[src/rtl/draw_card_grid_pkg.sv]
// rtl/draw_card_grid_pkg.sv - default geometry, colours and helpers shared by the card-grid renderer
package draw_card_grid_pkg;

   localparam int COLS_D         = 18;
   localparam int ROWS_D         = 8;
   localparam int TYPE_W_D       = 6;
   localparam int CARD_W_D       = 32;
   localparam int CARD_H_D       = 55;
   localparam int X0_D           = 32;
   localparam int Y0_D           = 19;
   localparam int SPLIT_ROW_D    = 6;
   localparam int SPLIT_GAP_D    = 11;
   localparam int BLINK_FRAMES_D = 30;
   localparam logic [11:0] HL_COLOR_D = 12'hF00;

   localparam int EMPTY_TYPE = 0;
   localparam int COL_W      = 5;
   localparam int ROW_W      = 3;
   localparam int POS_W      = 6;
   localparam int PIX_W      = 12;

   typedef struct packed {
      logic [COL_W-1:0] col;
      logic [ROW_W-1:0] row;
      logic [POS_W-1:0] px;
      logic [POS_W-1:0] py;
   } grid_pos_t;

   function automatic logic on_border(input logic [POS_W-1:0] px, input logic [POS_W-1:0] py,
                                      input int w, input int h);
      return (int'(px) < 2) || (int'(px) >= w - 2) || (int'(py) < 2) || (int'(py) >= h - 2);
   endfunction

endpackage

[src/rtl/draw_card_grid_if.sv]
// rtl/draw_card_grid_if.sv - card-image ROM address/data bus
interface draw_card_grid_if #(
   parameter int TYPE_W = 6
) ();
   logic [TYPE_W-1:0] rom_type;
   logic [5:0]        rom_x;
   logic [5:0]        rom_y;
   logic [11:0]       rom_data;

   modport master (output rom_type, output rom_x, output rom_y, input rom_data);
   modport slave  (input rom_type, input rom_x, input rom_y, output rom_data);
endinterface

[src/rtl/draw_card_grid_axis.sv]
// rtl/draw_card_grid_axis.sv - card index / in-card pixel counter for one screen axis
module draw_card_grid_axis #(
   parameter int IDX_W = 5,
   parameter int POS_W = 6,
   parameter int SIZE  = 32
) (
   input  logic             clk,
   input  logic             rst,
   input  logic             en_i,
   input  logic             load_i,
   input  logic [IDX_W-1:0] load_idx_i,
   input  logic             step_i,
   output logic [IDX_W-1:0] idx_o,
   output logic [POS_W-1:0] pos_o
);
   logic [IDX_W-1:0] idx_q, idx_d;
   logic [POS_W-1:0] pos_q, pos_d;

   always_comb begin
      idx_d = idx_q;
      pos_d = pos_q;
      if (load_i) begin
         idx_d = load_idx_i;
         pos_d = '0;
      end else if (step_i) begin
         if (pos_q == POS_W'(SIZE - 1)) begin
            pos_d = '0;
            idx_d = idx_q + 1'b1;
         end else begin
            pos_d = pos_q + 1'b1;
         end
      end
   end

   always_ff @(posedge clk) begin
      if (rst) begin
         idx_q <= '0;
         pos_q <= '0;
      end else if (en_i) begin
         idx_q <= idx_d;
         pos_q <= pos_d;
      end
   end

   assign idx_o = idx_q;
   assign pos_o = pos_q;
endmodule

[src/rtl/draw_card_grid.sv]
// rtl/draw_card_grid.sv - three-stage card-grid pixel renderer with blinking selection border
module draw_card_grid
   import draw_card_grid_pkg::*;
#(
   parameter int          COLS         = COLS_D,
   parameter int          ROWS         = ROWS_D,
   parameter int          TYPE_W       = TYPE_W_D,
   parameter int          CARD_W       = CARD_W_D,
   parameter int          CARD_H       = CARD_H_D,
   parameter int          X0           = X0_D,
   parameter int          Y0           = Y0_D,
   parameter int          SPLIT_ROW    = SPLIT_ROW_D,
   parameter int          SPLIT_GAP    = SPLIT_GAP_D,
   parameter int          BLINK_FRAMES = BLINK_FRAMES_D,
   parameter logic [11:0] HL_COLOR     = HL_COLOR_D
) (
   input  logic                        clk,
   input  logic                        rst,
   input  logic                        pix_en,
   input  logic [9:0]                  h_cnt,
   input  logic [9:0]                  v_cnt,
   input  logic [ROWS*COLS*TYPE_W-1:0] map,
   input  logic [4:0]                  sel_col,
   input  logic [2:0]                  sel_row,
   output logic [PIX_W-1:0]            card_pixel,
   output logic                        card_valid,
   draw_card_grid_if.master            rom
);
   localparam int NSLOT   = ROWS * COLS;
   localparam int SLOT_W  = $clog2(NSLOT);
   localparam int BLINK_W = $clog2(BLINK_FRAMES + 1);
   localparam int Y_SPLIT_I = Y0 + SPLIT_ROW * CARD_H + SPLIT_GAP;

   localparam logic [9:0] X_LO      = 10'(X0);
   localparam logic [9:0] X_HI      = 10'(X0 + COLS * CARD_W);
   localparam logic [9:0] Y_LO      = 10'(Y0);
   localparam logic [9:0] Y_TOP_END = 10'(Y0 + SPLIT_ROW * CARD_H);
   localparam logic [9:0] Y_SPLIT   = 10'(Y_SPLIT_I);
   localparam logic [9:0] Y_BOT_END = 10'(Y_SPLIT_I + (ROWS - SPLIT_ROW) * CARD_H);

   logic line_start, frame_start, in_gap, x_in, y_in;
   logic [COL_W-1:0] col;
   logic [ROW_W-1:0] row;
   logic [POS_W-1:0] px, py;
   grid_pos_t pos;

   logic [TYPE_W-1:0] shadow_q [NSLOT];
   logic              in_q, in_d;
   logic [TYPE_W-1:0] rom_type_q, rom_type_d;
   logic [POS_W-1:0]  rom_x_q, rom_x_d, rom_y_q, rom_y_d;
   logic              hl_q, hl_d;
   logic [PIX_W-1:0]  card_pixel_q, card_pixel_d;
   logic              card_valid_q, card_valid_d;
   logic [BLINK_W-1:0] blink_cnt_q, blink_cnt_d;
   logic              blink_on_q, blink_on_d;
   logic [SLOT_W-1:0] slot;
   logic [TYPE_W-1:0] slot_type;
   logic              sel_ok;

   assign line_start  = pix_en && (h_cnt == 10'd0);
   assign frame_start = line_start && (v_cnt == 10'd0);
   assign in_gap      = (v_cnt >= Y_TOP_END) && (v_cnt < Y_SPLIT);
   assign x_in        = (h_cnt >= X_LO) && (h_cnt < X_HI);
   assign y_in        = ((v_cnt >= Y_LO) && (v_cnt < Y_TOP_END)) ||
                        ((v_cnt >= Y_SPLIT) && (v_cnt < Y_BOT_END));

   draw_card_grid_axis #(.IDX_W(COL_W), .POS_W(POS_W), .SIZE(CARD_W)) u_axis_x (
      .clk        (clk),
      .rst        (rst),
      .en_i       (pix_en),
      .load_i     (h_cnt == X_LO),
      .load_idx_i ('0),
      .step_i     (1'b1),
      .idx_o      (col),
      .pos_o      (px)
   );

   // The lower block is loaded directly at its first line, so the gap lines just hold.
   draw_card_grid_axis #(.IDX_W(ROW_W), .POS_W(POS_W), .SIZE(CARD_H)) u_axis_y (
      .clk        (clk),
      .rst        (rst),
      .en_i       (line_start),
      .load_i     ((v_cnt == Y_LO) || (v_cnt == Y_SPLIT)),
      .load_idx_i ((v_cnt == Y_SPLIT) ? ROW_W'(SPLIT_ROW) : '0),
      .step_i     (!in_gap),
      .idx_o      (row),
      .pos_o      (py)
   );

   always_comb begin
      pos       = '{col: col, row: row, px: px, py: py};
      in_d      = x_in && y_in;
      slot      = SLOT_W'(int'(pos.row) * COLS + int'(pos.col));
      slot_type = in_q ? shadow_q[slot] : TYPE_W'(EMPTY_TYPE);
      sel_ok    = (int'(sel_col) < COLS) && (int'(sel_row) < ROWS);

      rom_type_d = slot_type;
      rom_x_d    = (slot_type != TYPE_W'(EMPTY_TYPE)) ? pos.px : '0;
      rom_y_d    = (slot_type != TYPE_W'(EMPTY_TYPE)) ? pos.py : '0;
      hl_d       = in_q && sel_ok && (pos.row == sel_row) && (pos.col == sel_col) &&
                   on_border(pos.px, pos.py, CARD_W, CARD_H) && blink_on_q;

      // rom_data answers the address registered one strobe earlier, aligned with hl_q.
      card_valid_d = hl_q || (rom_type_q != TYPE_W'(EMPTY_TYPE));
      card_pixel_d = hl_q ? HL_COLOR :
                     ((rom_type_q != TYPE_W'(EMPTY_TYPE)) ? rom.rom_data : '0);

      blink_cnt_d = blink_cnt_q;
      blink_on_d  = blink_on_q;
      if (frame_start) begin
         if (blink_cnt_q == BLINK_W'(BLINK_FRAMES - 1)) begin
            blink_cnt_d = '0;
            blink_on_d  = !blink_on_q;
         end else begin
            blink_cnt_d = blink_cnt_q + 1'b1;
         end
      end
   end

   always_ff @(posedge clk) begin
      if (rst) begin
         in_q         <= 1'b0;
         rom_type_q   <= '0;
         rom_x_q      <= '0;
         rom_y_q      <= '0;
         hl_q         <= 1'b0;
         card_pixel_q <= '0;
         card_valid_q <= 1'b0;
         blink_cnt_q  <= '0;
         blink_on_q   <= 1'b1;
         for (int i = 0; i < NSLOT; i++) shadow_q[i] <= '0;
      end else if (pix_en) begin
         in_q         <= in_d;
         rom_type_q   <= rom_type_d;
         rom_x_q      <= rom_x_d;
         rom_y_q      <= rom_y_d;
         hl_q         <= hl_d;
         card_pixel_q <= card_pixel_d;
         card_valid_q <= card_valid_d;
         blink_cnt_q  <= blink_cnt_d;
         blink_on_q   <= blink_on_d;
         if (frame_start) begin
            for (int i = 0; i < NSLOT; i++) shadow_q[i] <= map[i*TYPE_W +: TYPE_W];
         end
      end
   end

   assign rom.rom_type = rom_type_q;
   assign rom.rom_x    = rom_x_q;
   assign rom.rom_y    = rom_y_q;
   assign card_pixel   = card_pixel_q;
   assign card_valid   = card_valid_q;
endmodule

[src/flat_wrapper.sv]
// flat-port wrapper written by rule: the top's interface ports become plain ports
module draw_card_grid_flat import draw_card_grid_pkg::*;
#(
   parameter int          COLS         = COLS_D,
   parameter int          ROWS         = ROWS_D,
   parameter int          TYPE_W       = TYPE_W_D,
   parameter int          CARD_W       = CARD_W_D,
   parameter int          CARD_H       = CARD_H_D,
   parameter int          X0           = X0_D,
   parameter int          Y0           = Y0_D,
   parameter int          SPLIT_ROW    = SPLIT_ROW_D,
   parameter int          SPLIT_GAP    = SPLIT_GAP_D,
   parameter int          BLINK_FRAMES = BLINK_FRAMES_D,
   parameter logic [11:0] HL_COLOR     = HL_COLOR_D
)
  (clk, rst, pix_en, h_cnt, v_cnt, map, sel_col, sel_row, card_pixel, card_valid, rom_rom_type, rom_rom_x, rom_rom_y, rom_rom_data);
  draw_card_grid_if #(.TYPE_W(TYPE_W)) rom_i ();
  input  logic clk;
  input  logic rst;
  input  logic pix_en;
  input  logic [9:0] h_cnt;
  input  logic [9:0] v_cnt;
  input  logic [ROWS*COLS*TYPE_W-1:0] map;
  input  logic [4:0] sel_col;
  input  logic [2:0] sel_row;
  output logic [PIX_W-1:0] card_pixel;
  output logic card_valid;
  output wire logic [$bits(rom_i.rom_type)-1:0] rom_rom_type;
  output wire logic [$bits(rom_i.rom_x)-1:0] rom_rom_x;
  output wire logic [$bits(rom_i.rom_y)-1:0] rom_rom_y;
  input wire logic [$bits(rom_i.rom_data)-1:0] rom_rom_data;
  assign rom_rom_type = rom_i.rom_type;
  assign rom_rom_x = rom_i.rom_x;
  assign rom_rom_y = rom_i.rom_y;
  assign rom_i.rom_data = rom_rom_data;
  draw_card_grid #(.COLS(COLS), .ROWS(ROWS), .TYPE_W(TYPE_W), .CARD_W(CARD_W), .CARD_H(CARD_H), .X0(X0), .Y0(Y0), .SPLIT_ROW(SPLIT_ROW), .SPLIT_GAP(SPLIT_GAP), .BLINK_FRAMES(BLINK_FRAMES), .HL_COLOR(HL_COLOR)) u_core (.clk(clk), .rst(rst), .pix_en(pix_en), .h_cnt(h_cnt), .v_cnt(v_cnt), .map(map), .sel_col(sel_col), .sel_row(sel_row), .card_pixel(card_pixel), .card_valid(card_valid), .rom(rom_i));
endmodule
[config.mk]
export PLATFORM = sky130hd
export DESIGN_NAME = draw_card_grid_flat
export DESIGN_NICKNAME = d
export VERILOG_FILES = /design/src/rtl/draw_card_grid_pkg.sv /design/src/rtl/draw_card_grid_if.sv /design/src/rtl/draw_card_grid_axis.sv /design/src/rtl/draw_card_grid.sv /design/src/flat_wrapper.sv
export SDC_FILE = /design/constraint.sdc
export NUM_CORES = 1
export LEC_CHECK = 0
export ABC_AREA = 1
export BUFFER_PORTS_ARGS = -buffer_cell sky130_fd_sc_hd__clkbuf_2
export CAP_MARGIN = 20
export CORE_AREA = 2 2 363 365
export DETAILED_ROUTE_END_ITERATION = 16
export DIE_AREA = 0 0 365 367
export GPL_TIMING_DRIVEN = 0
export HOLD_SLACK_MARGIN = 0.06
export PLACE_DENSITY_LB_ADDON = 0.05
export SYNTH_ARGS = -nofsm -noshare
export SYNTH_HDL_FRONTEND = slang
export SYNTH_SLANG_ARGS = --single-unit
[constraint.sdc]
create_clock -name clk -period 35.6 [get_ports clk]
set_input_delay 7.12 -clock clk [delete_from_list [all_inputs] [get_ports clk]]
set_output_delay 7.12 -clock clk [all_outputs]
set_load 0.01 [all_outputs]
# Word level (Yosys, flattened, before mapping)
# Memories as Yosys holds them, arrays and structs flattened.
# Index checks and enable logic that the tools add are counted.
# word_totals
ff_bits	59
out_inout_bits	31
elab_cells	384
ram_bits	864
mem_count	1
# memory_table
name	depth	word_bits	rd	rd_ports_with_merged_regs	write_ports	line_no	rtl
u_core.shadow_q	144	6	1	0	144	draw_card_grid.sv:47	logic [TYPE_W-1:0] shadow_q [NSLOT];
# op_classes
eq_ne	9
n_reduce_logical	30
n_mul	1
n_addsub	6
n_mux	167
bitwise	144
order_cmp	13
# ops
op	n
$mux W6	152
$or A1 B1 Y1	144
$lt A10 B9 Y1 const B	3
$mux W12	2
$ge A10 B9 Y1 const B	2
$logic_not A10 Y1	2
$mux W5	3
$add A6 B1 Y6 const B	2
$logic_and A1 B1 Y1	12
$lt A6 B2 Y1 const B	2
$mux W3	4
$reduce_bool A6 Y1	2
$add A5 B1 Y5 const B	2
$eq A10 B5 Y1 const B	1
$eq A10 B6 Y1 const B	1
$eq A10 B9 Y1 const B	1
$ge A10 B5 Y1 const B	1
$ge A10 B6 Y1 const B	1
$lt A10 B10 Y1 const B	1
$add A8 B6 Y8	1
$mul A3 B4 Y7 const B	1
$eq A6 B5 Y1 const B	1
$eq A6 B6 Y1 const B	1
$ge A6 B5 Y1 const B	1
other kinds (13)	27

# Depth between registers and ports, before layout
# logic_depth
word_depth	8
depth_mapped	19

# Modules after synthesis
# Synthesis repeated with hierarchy kept, for this count alone.
# hier_totals
hier_cells	5065
area_unflattened_um2	44574.0
# by_module_without_submodules
mod	cells_per_inst	area_each_um2	n_inst
draw_card_grid	4897	43420.4	1
draw_card_grid_axis at u_core.u_axis_x	92	634.4	1
draw_card_grid_axis at u_core.u_axis_y	76	519.2	1

# Least setup slack after synthesis
# OpenSTA, ideal clock, no wires.
# synth_path
kind	input -> register
from	input port rst
to	memory u_core.shadow_q[0][0] (enable)
setup_time_ps	6044
setup_slack_ps	8173
arrival_time_ps	21383
cell_stages	3
path_cell_list	clkbuf_1 clkinv_1 nand2_1
# synth_lines
element	line_no	rtl
from (decl)	flat_wrapper.sv:19	input logic rst;
to (decl)	draw_card_grid.sv:47	

==> results.py <==
metrics = {
    "floorplan": {
        "num_io_pins": 938,
        "start_util": 0.340,
        "row_count": 133,
        "dieArea_um2": 134000,
        "dieWidth_um": 365,
        "die_h_um": 367,
        "core_area_um2": 130000,
    },
    "worst_hold_path": {
        "min_path_type": "reg -> reg",
    },
    "pwr": {
        "p_leak_nw": 26.3,
        "finalPower_w": 0.00255,
        "power_density_nw_per_um2": 45.8,
        "ir_drop_mv": 0.0377,
    },
    "global_routing": {
        "grt_pass1_wl_um": 305000,
        "gr-usage-all-layers": 0.333,
        "grt_start_max_net_pins": 70,
        "grt_overflow": 0,
        "grt_pass1_vias": 38957,
        "antenna_found_initial": 19,
    },
    "sta": {
        "hold_viol": 0,
        "rsz0062_at_grt": "false",
        "setup_viol": 0,
        "fin_crit_ps": 10230,
        "fin_skew_ps": 33.3,
        "slew_headroom": 0.148,
        "worstMarginPinSlew_ps": 1280,
        "final-max-slew-violation-count": 0,
        "max_freq_mhz": 97.8,
        "period_share": 0.287,
    },
    "critical_path": {
        "crit_path_start_kind": "input port",
        "required_ps": 35980,
        "cp-end-kind": "flip-flop",
        "cp_max_fo": 57,
        "critPathArrivalTime_ps": 10610,
        "crit_type": "in -> reg",
    },
    "synthesis": {
        "yosysTopAreaCell": "edfxtp_1",
        "synth_most_common_cell": "nand2_1",
        "yosysWarningCount": 0,
        "synth_commonest_cells": "963 x nand2_1, 925 x inv_1, 896 x nor2_1",
        "synth-main-ff-cell": "edfxtp_1",
        "synth_area_um2": 44400,
        "ys_types": 49,
        "synth_seq_cells": 923,
        "synth-edff-count": 864,
        "postSynthAreaPerCell_um2": 8.81,
        "syn_nets": 5962,
        "netlist.area_leader.share": 0.584,
        "ys_async_sr_fraction": 0,
        "synth_area_leaders": "edfxtp_1 58%, nand3_1 9.3%, nand2_1 8.1%",
        "postSynthCellCount": 5040,
        "seq_area_frac_synth": 0.611,
    },
    "final_layout": {
        "syn_to_final_growth_pct": 25.2,
        "multiInputGateArea_um2": 12500,
        "n_fill_cell": 13691,
        "instances_no_fill": 7978,
        "seqCellArea_um2": 27100,
        "layout-drive-gt1-share": 0.207,
        "fin_nets": 7050,
    },
    "routing": {
        "vias": 40601,
        "drt-initial-drc-count": 5054,
        "firstDrtPassIters": 8,
        "wire_per_inst_um": 28.6,
        "wl_um": 228000,
        "drc": 0,
        "vias_per_cell": 5.09,
        "antenna_left": 0,
    },
    "clock_network": {
        "clk_pin_slew_ps": 60,
        "numCtsBuffers": 109,
        "post-cts-setup-buffers": 0,
        "cts_buffer_depth": 3,
        "postCtsHoldBufs": 0,
        "cts_tree": "built",
        "root_buffer": "clkbuf_16",
        "cts-htree-levels": 3,
        "numClockSinks": 923,
        "clock_latency_ps": 710,
        "cts_resized": 0,
    },
    "placed_design": {
        "dp_hpwl_um": 174000,
        "io_buffers": 936,
        "place_congestion": 0.921,
        "dp_cells": 7770,
    },
    "flow_run": {
        "maxCapViolations": 0,
    },
    "run_status": {
        "status": "finished clean",
    },
}
==> routing by layer <==
layer,vias to the layer above,global-route usage,wire (µm)
met5,-,0,40
met4,6,0.142,11200
met3,403,0.0495,18200
met2,2176,0.527,104000
met1,19851,0.454,94500
li1,18165,-,-
==> final timing paths <==
path	start	endpoint	slack, ps	cells past startpoint
max reg2reg	u_core.u_axis_x.idx_o[1]$_SDFFE_PP0P_	u_core.rom.rom_y[4]$_SDFFE_PP0P_	30670	19
min reg2reg	u_core.card_pixel[7]$_SDFFE_PP0P_	u_core.card_pixel[7]$_SDFFE_PP0P_	470	2
min	u_core.card_pixel[7]$_SDFFE_PP0P_	u_core.card_pixel[7]$_SDFFE_PP0P_	470	2
max	h_cnt[6]	u_core.shadow_q[27][1]$_SDFFCE_PN0P_	25370	13
==> cells by family after synthesis <==
group           synth area share
simple gates               0.257
compound gates            0.0183
xor+xnor                 0.00214
fa+ha+maj                0.00439
flops                      0.611
buf+inv                    0.108
==> critical path, stage by stage <==
cell	delay (ps)
clkbuf_2	90
nor2_1	90
inv_1	60
nor2_1	150
nand3_1	130
nor3_1	250
nand2_1	260
nand2_4	710
buf_12	330
buf_16	280
buf_16	320
buf_16	290
buf_16	290
==> where the power goes <==
part | leakage (nW) | switching [W] | total [W] | internal (W)
clock network | 1.67 | 0.000482 | 0.00112 | 0.000636
logic | 16.0 | 0.000110 | 0.000176 | 0.0000656
registers | 8.69 | 0.0000164 | 0.00125 | 0.00124
==> cell type report <==
type | count | area share
inverters | 935 | 0.0632
multi-input cells | 2893 | 0.225
diodes | 10 | 0.000450
clock buffers | 145 | 0.0530
repair buffers | 977 | 0.0993
flip-flops and latches | 923 | 0.488
well taps | 1755 | 0.0395
clock inverters | 51 | 0.00858
plain buffers | 289 | 0.0229
==> placed cells by master (no fill, tap or decap), types with 2 or more instances in the layout <==
| master | instances |
|---|---|
| inv_6 | 2 |
| diode_2 | 10 |
| nand2_1 | 962 |
| a21oi_2 | 10 |
| nor2_1 | 896 |
| ha_1 | 14 |
| clkinvlp_4 | 3 |
| bufinv_16 | 8 |
| buf_16 | 17 |
| o22ai_1 | 3 |
| buf_12 | 2 |
| nand2_2 | 12 |
| buf_6 | 2 |
| buf_8 | 21 |
| a221oi_1 | 4 |
| a211oi_1 | 5 |
| clkbuf_8 | 4 |
| nor4_1 | 6 |
| o21ai_1 | 5 |
| o21ai_0 | 30 |
| a22o_1 | 2 |
| clkinv_1 | 17 |
| buf_1 | 14 |
| clkbuf_16 | 111 |
| inv_2 | 8 |
| nand3_1 | 828 |
| buf_2 | 105 |
| clkbuf_1 | 184 |
| a21oi_1 | 65 |
| dfxtp_1 | 59 |
| nor3_1 | 18 |
| clkbuf_2 | 938 |
| nor3b_1 | 5 |
| clkinv_2 | 20 |
| buf_4 | 13 |
| xor2_1 | 3 |
| inv_1 | 925 |
| nand4_1 | 4 |
| edfxtp_1 | 864 |
==> registers in the layout, summed over array words and instances (netlist names) <==
| signal | cells |
|---|---|
| u_core.shadow_q | 864 |
| u_core.card_pixel | 12 |
| u_core.rom.rom_type | 6 |
| u_core.rom.rom_x | 6 |
| u_core.rom.rom_y | 6 |
| u_core.u_axis_x.pos_o | 6 |
| u_core.u_axis_y.pos_o | 6 |
| u_core.blink_cnt_q | 5 |
| u_core.u_axis_x.idx_o | 5 |
| u_core.u_axis_y.idx_o | 3 |
| u_core.blink_on_q | 1 |
| u_core.card_valid | 1 |
| u_core.hl_q | 1 |
| u_core.in_q | 1 |
==> per-stage QoR <==
step | setup WS, ps | utilization | area, µm² | hold slack [ps] | TNS, ps
after CTS | 25360 | 0.426 | 55500 | 467 | 0
final | 25370 | 0.426 | 55600 | 466 | 0
after global placement | -3000 | 0.393 | 51300 | 452 | -2441340
after detailed placement | 24610 | 0.399 | 52100 | 458 | 0
after global routing | 25130 | 0.426 | 55600 | 493 | 0
after floorplan | 8170 | - | 44400 | 444 | 0
No activity file was read; power rests on OpenSTA's default activity.
